### config.mk
export PLATFORM = sky130hd
export DESIGN_NAME = apb_chk_sat_counter
export DESIGN_NICKNAME = d
export VERILOG_FILES = /design/src/rtl/apb_chk_sat_counter.sv
export SDC_FILE = /design/constraint.sdc
export NUM_CORES = 1
export LEC_CHECK = 0
export CAP_MARGIN = 20
export CORE_MARGIN = 4
export CORE_UTILIZATION = 31
export DETAILED_ROUTE_END_ITERATION = 16
export GPL_TIMING_DRIVEN = 0
export PLACE_DENSITY = 0.53
export RECOVER_POWER = 100
export SYNTH_ARGS = -nofsm -noshare
export SYNTH_HDL_FRONTEND = slang
export SYNTH_SLANG_ARGS = --single-unit
### constraint.sdc
create_clock -name clk -period 3.8 [get_ports clk]
set_input_delay 0.76 -clock clk [delete_from_list [all_inputs] [get_ports clk]]
set_output_delay 0.76 -clock clk [all_outputs]
set_load 0.01 [all_outputs]
### src/rtl/apb_chk_sat_counter.sv
// Event counter that either saturates at all-ones or wraps, chosen by SATURATE.
module apb_chk_sat_counter #(
  parameter int CNT_WIDTH = 16,
  parameter bit SATURATE  = 1'b1
) (
  input  logic                 clk,
  input  logic                 rst,
  input  logic                 i_inc,
  output logic [CNT_WIDTH-1:0] o_cnt
);

  logic [CNT_WIDTH-1:0] r_cnt;
  logic                 w_hold;

  assign w_hold = SATURATE && (&r_cnt);

  // NOTE: state registers use non-blocking assignments so every flop samples pre-edge values.
  always_ff @(posedge clk or posedge rst) begin
    if (rst)
      r_cnt <= '0;
    else if (i_inc && !w_hold)
      r_cnt <= r_cnt + 1'b1;
  end

  assign o_cnt = r_cnt;

endmodule

Yosys cells after proc, flatten, opt, wreduce, memory -nomap -nowiden
Index checks and enable logic that the tools add are counted.
W data, S select, Z words.
{"block": "totals", "mem_bits_rw": 0, "out_inout_bits": 16, "input_bits": 3, "memories": 0, "romBits": 0, "word_cells": 5, "regBits": 16, "latch_bits": 0}
{"block": "op_classes", "add_sub_neg": 1, "shifts": 0, "n_mul": 0, "n_div": 0, "n_eq_ne": 0, "n_lt_le_gt_ge": 0, "mux": 0, "bitwise_logic": 0, "n_reduce_logical": 3}
{"operator": "$add A16 B1 Y16 const B", "n": 1}
{"operator": "$reduce_and A16 Y1", "n": 1}
{"operator": "$logic_and A1 B1 Y1", "n": 1}
{"operator": "$logic_not A1 Y1", "n": 1}

Depth between registers and ports, before layout
{"block": "depth", "ltp_word": 3, "ltp_mapped": 6, "ltp_nobuf": 5}

Worst setup path after synthesis
OpenSTA, ideal clock, no wires.
{"block": "synth_path", "path_type": "reg2reg", "start": "register r_cnt[0], in the netlist o_cnt[0]", "end": "register r_cnt[1], in the netlist o_cnt[1]", "setup_slack_ps": 1835, "required_time_ps": 3675, "path_stages_with_launch": 7, "synth_period_minus_slack_ps": 1965, "t_arrival_ps": 1840, "path_buffers": 1, "setup_time_ps": 125, "cell_sequence": "dfrtp_1 -> ha_1 -> nand4_2 -> or4_1 -> buf_6 -> nand2_4 -> mux2_4"}
{"block": "synth_between", "elab_chain_len": 3, "elab_cells_between_ends": 4, "classes_between": "add/sub (1); reduce/logical (3)"}
{"element": "from (decl)", "line_no": "12", "text": "logic [CNT_WIDTH-1:0] r_cnt;"}
{"element": "from (signal assigned)", "line_no": "22", "text": "r_cnt <= r_cnt + 1'b1;"}
{"element": "parallel branches: the longest is 3 deep, another holds $add A16 B1 Y16"}
Parallel ways; which one is timed is not known.
A chain may end at the register's enable or synchronous reset.

Worst setup path after layout
{"block": "layout_path", "start": "input port i_inc", "end": "register r_cnt[13], in the netlist o_cnt[13]"}
{"block": "layout_between", "elab_chain_len": 1}
{"element": "from (decl)", "line_no": "8", "text": "input logic i_inc,"}
{"element": "$logic_and A1 B1 Y1", "line_no": "21", "text": "else if (i_inc && !w_hold)"}
No other way between the ends.

==> run_results.csv <==
group,metric,value,unit
power_and_ir_drop,leakagePower,0.454,nW
global_routing,groute.usage.overall,0.114,
logic_synthesis,syn_area,798,um2
floorplan,die_width,58.7,um
route,vias,639,
logic_synthesis,synth_edf_count,0,
global_routing,antenna_found_initial,0,
route,viasPerCell,5.11,
flow_run,max-cap-violations,0,
timing,timing.final.crit_share,0.606,
timing,max_freq,434,MHz
logic_synthesis,synth.avg_cell_area,10.9,um2
clocking,number_of_buffers_created_by_cts,3,
floorplan,die_outline_height,58.7,um
placed_design,post_detailed_placement_half_perimeter_wirelength,1240,um
finish,multi_input_comb_area,369,um2
run_status,outcome,"finished clean",
timing,finalHoldViolCount,0,
clocking,clk_root_buffer_cell,"sky130_fd_sc_hd__clkbuf_4",
finish,layout.area.seq,400,um2
timing,timing.slew.headroom,0.598,
finish,fillers,267,
floorplan,die_area,3450,um2
finish,largest_register_ffs,16,
clocking,clk_transition_reported_paths,0.10,ns
global_routing,overflow,0,
global_routing,grt_first_pass_wirelength,2990,um
clocking,clock_insertion_delay_worst_skew,0.29,ns
logic_synthesis,synth.largest_area_cell,"sky130_fd_sc_hd__dfrtp_1",
floorplan,floorplan.core_area,2480,um2
logic_synthesis,ys_types,24,
timing,post-route-worst-setup-slack,1.50,ns
timing,finClkSkew,0.00457,ns
global_routing,number_of_global_route_vias_before_repair,626,
logic_synthesis,synthesis.instances,73,
worst_setup_path,critical_path.endpoint_type,"flop",
power_and_ir_drop,cellPowerDensity,506,nW/um2
route,drc_errors,0,
finish,drive_above_1_share,0.0632,
clocking,post_cts_resized,0,
worst_setup_path,crit_path_start_kind,"input pin",
global_routing,pin_count_of_the_biggest_net_entering_global_routing,17,
placed_design,place_congestion,0.731,
timing,timing_max_transition_violations_final,0,
logic_synthesis,synth_seq_area_share,0.502,
worst_setup_path,path_max_fanout,7,
floorplan,num_io_pins,19,
clocking,htreeDepth,1,
logic_synthesis,ys_top_cells_by_area,"sky130_fd_sc_hd__dfrtp_1, sky130_fd_sc_hd__xnor2_1, sky130_fd_sc_hd__nand3_1",
timing,hold_slack,0.505,ns
clocking,post-cts-setup-buffer-count,0,
placed_design,post_dp_cell_area,1020,um2
worst_hold_path,worstHoldPathType,"reg2reg",
worst_setup_path,crit_type,"in2reg",
route,detailedRoute.firstIterationViolations,5,
floorplan,fp-row-count,18,
logic_synthesis,yosys_register_bits,16,
logic_synthesis,ys.flop_type,"sky130_fd_sc_hd__dfrtp_1",
logic_synthesis,synth.net_count,77,
worst_setup_path,critical_path_required,4.02,ns
floorplan,floorplan.initialDensity,0.322,
clocking,clock_sink_count,16,
worst_setup_path,arrival,2.53,ns
clocking,cts-root-to-sink-buffers,2,
clocking,holdBufCountCts,0,
finish,area_growth_syn_to_layout,29.6,%
finish,fin_nets,100,
placed_design,port_buffers,18,
route,drt-pass1-iter-count,3,
logic_synthesis,async_reset_ff_frac,1.00,
timing,timing_worst_slew_pin_value,0.602,ns
logic_synthesis,post-synth-top-count-cell,"sky130_fd_sc_hd__dfrtp_1",
finish,antenna-diode-count,0,
placed_design,place_worst_setup_slack,1.28,ns
finish,post_route_cell_area,1030,um2
route,routed_wirelength,1680,um
timing,fin_tns_setup,0,ns
timing,min_period,2.30,ns
route,antenna_violating_nets_post_route,0,
timing,unrepaired_setup_endpoints_after_global_routing,"no",
power_and_ir_drop,ir_worst_vdd,0.336,mV
logic_synthesis,synthTopCellsByCount,"sky130_fd_sc_hd__dfrtp_1, sky130_fd_sc_hd__xnor2_1, sky130_fd_sc_hd__nand3_1, sky130_fd_sc_hd__nand4_1",
logic_synthesis,yosysWarnings,0,
timing,setup_viol_count_final,0,
logic_synthesis,post-synth-top-area-fraction,0.502,
power_and_ir_drop,finalPower,0.524,mW
route,post_dr_wirelength_cell,13.5,um
clocking,tritoncts,"done",
placed cells by master, fill, tap and decap left out, types with 2 or more instances in the layout:
cell type / count
sky130_fd_sc_hd__dlygate4sd3_1: 18
sky130_fd_sc_hd__dfrtp_1: 16
sky130_fd_sc_hd__xnor2_1: 10
sky130_fd_sc_hd__nand3_1: 9
sky130_fd_sc_hd__nand4_1: 6
sky130_fd_sc_hd__xor2_1: 4
sky130_fd_sc_hd__nand2_1: 4
sky130_fd_sc_hd__nor2_1: 4
sky130_fd_sc_hd__nor4_1: 3
sky130_fd_sc_hd__clkbuf_4: 3
sky130_fd_sc_hd__or4_1: 2
sky130_fd_sc_hd__inv_1: 2
stage by stage:
step,std cells,utilization
4_1_cts,125,0.425
2_1_floorplan,73,-
6_report,125,0.418
3_3_place_gp,121,0.410
5_1_grt,125,0.418
3_5_place_dp,121,0.410
area by class of cell:
class | count | share of cell area
plain buffers | 1 | 0.00363
flip-flops and latches | 16 | 0.387
multi-input cells | 54 | 0.357
inverters | 2 | 0.00726
repair buffers | 18 | 0.174
clock buffers | 4 | 0.0351
well taps | 30 | 0.0363
worst paths after layout:
kind,from,endpoint,cells past startpoint,slack (ns)
worst max-delay path,i_inc,o_cnt[13]$_DFFE_PP0P_,5,1.50
worst min-delay path,o_cnt[15]$_DFFE_PP0P_,o_cnt[15]$_DFFE_PP0P_,1,0.50
worst max register to register,o_cnt[0]$_DFFE_PP0P_,o_cnt[1]$_DFFE_PP0P_,6,1.56
worst min register to register,o_cnt[15]$_DFFE_PP0P_,o_cnt[15]$_DFFE_PP0P_,1,0.50
max in group asynchronous,rst,o_cnt[9]$_DFFE_PP0P_,2,2.44
min in group asynchronous,rst,o_cnt[11]$_DFFE_PP0P_,2,0.97
worst max-delay path, stage by stage:
cell	delay (ns)
sky130_fd_sc_hd__dlygate4sd3_1	0.74
sky130_fd_sc_hd__and3_1	0.27
sky130_fd_sc_hd__o2111ai_1	0.20
sky130_fd_sc_hd__nor4_1	0.39
sky130_fd_sc_hd__xor2_1	0.17
logic make-up after synthesis:
family	Yosys count	synth area share
and+or+nand+nor	35	0.255
adders and majority gates	1	0.0157
AOI/OAI and AO/OA	2	0.0172
xor gates and xnor gates	14	0.154
DFF	16	0.502
buffers and inverters	3	0.0235
muxes	2	0.0329
power breakdown:
| part | switching (mW) | total, mW | leakage (nW) | internal (mW) |
|---|---|---|---|---|
| clock network | 0.0547 | 0.113 | 0.0210 | 0.0584 |
| logic | 0.0700 | 0.157 | 0.221 | 0.0872 |
| registers | 0.0480 | 0.254 | 0.212 | 0.206 |
| total | 0.173 | 0.524 | 0.454 | 0.351 |
per-layer routing:
layer  vias to the layer above  GRT usage  routed length (um)  part of all wire
met5                         -          0                   0                 0
met4                         0     0.0291                  19             0.011
met3                         4     0.0439                  99             0.059
met2                        13      0.159                 740              0.44
met1                       312      0.165                 823              0.49
li1                        310          -                   -                 -
(Power assumes the default switching activity.)
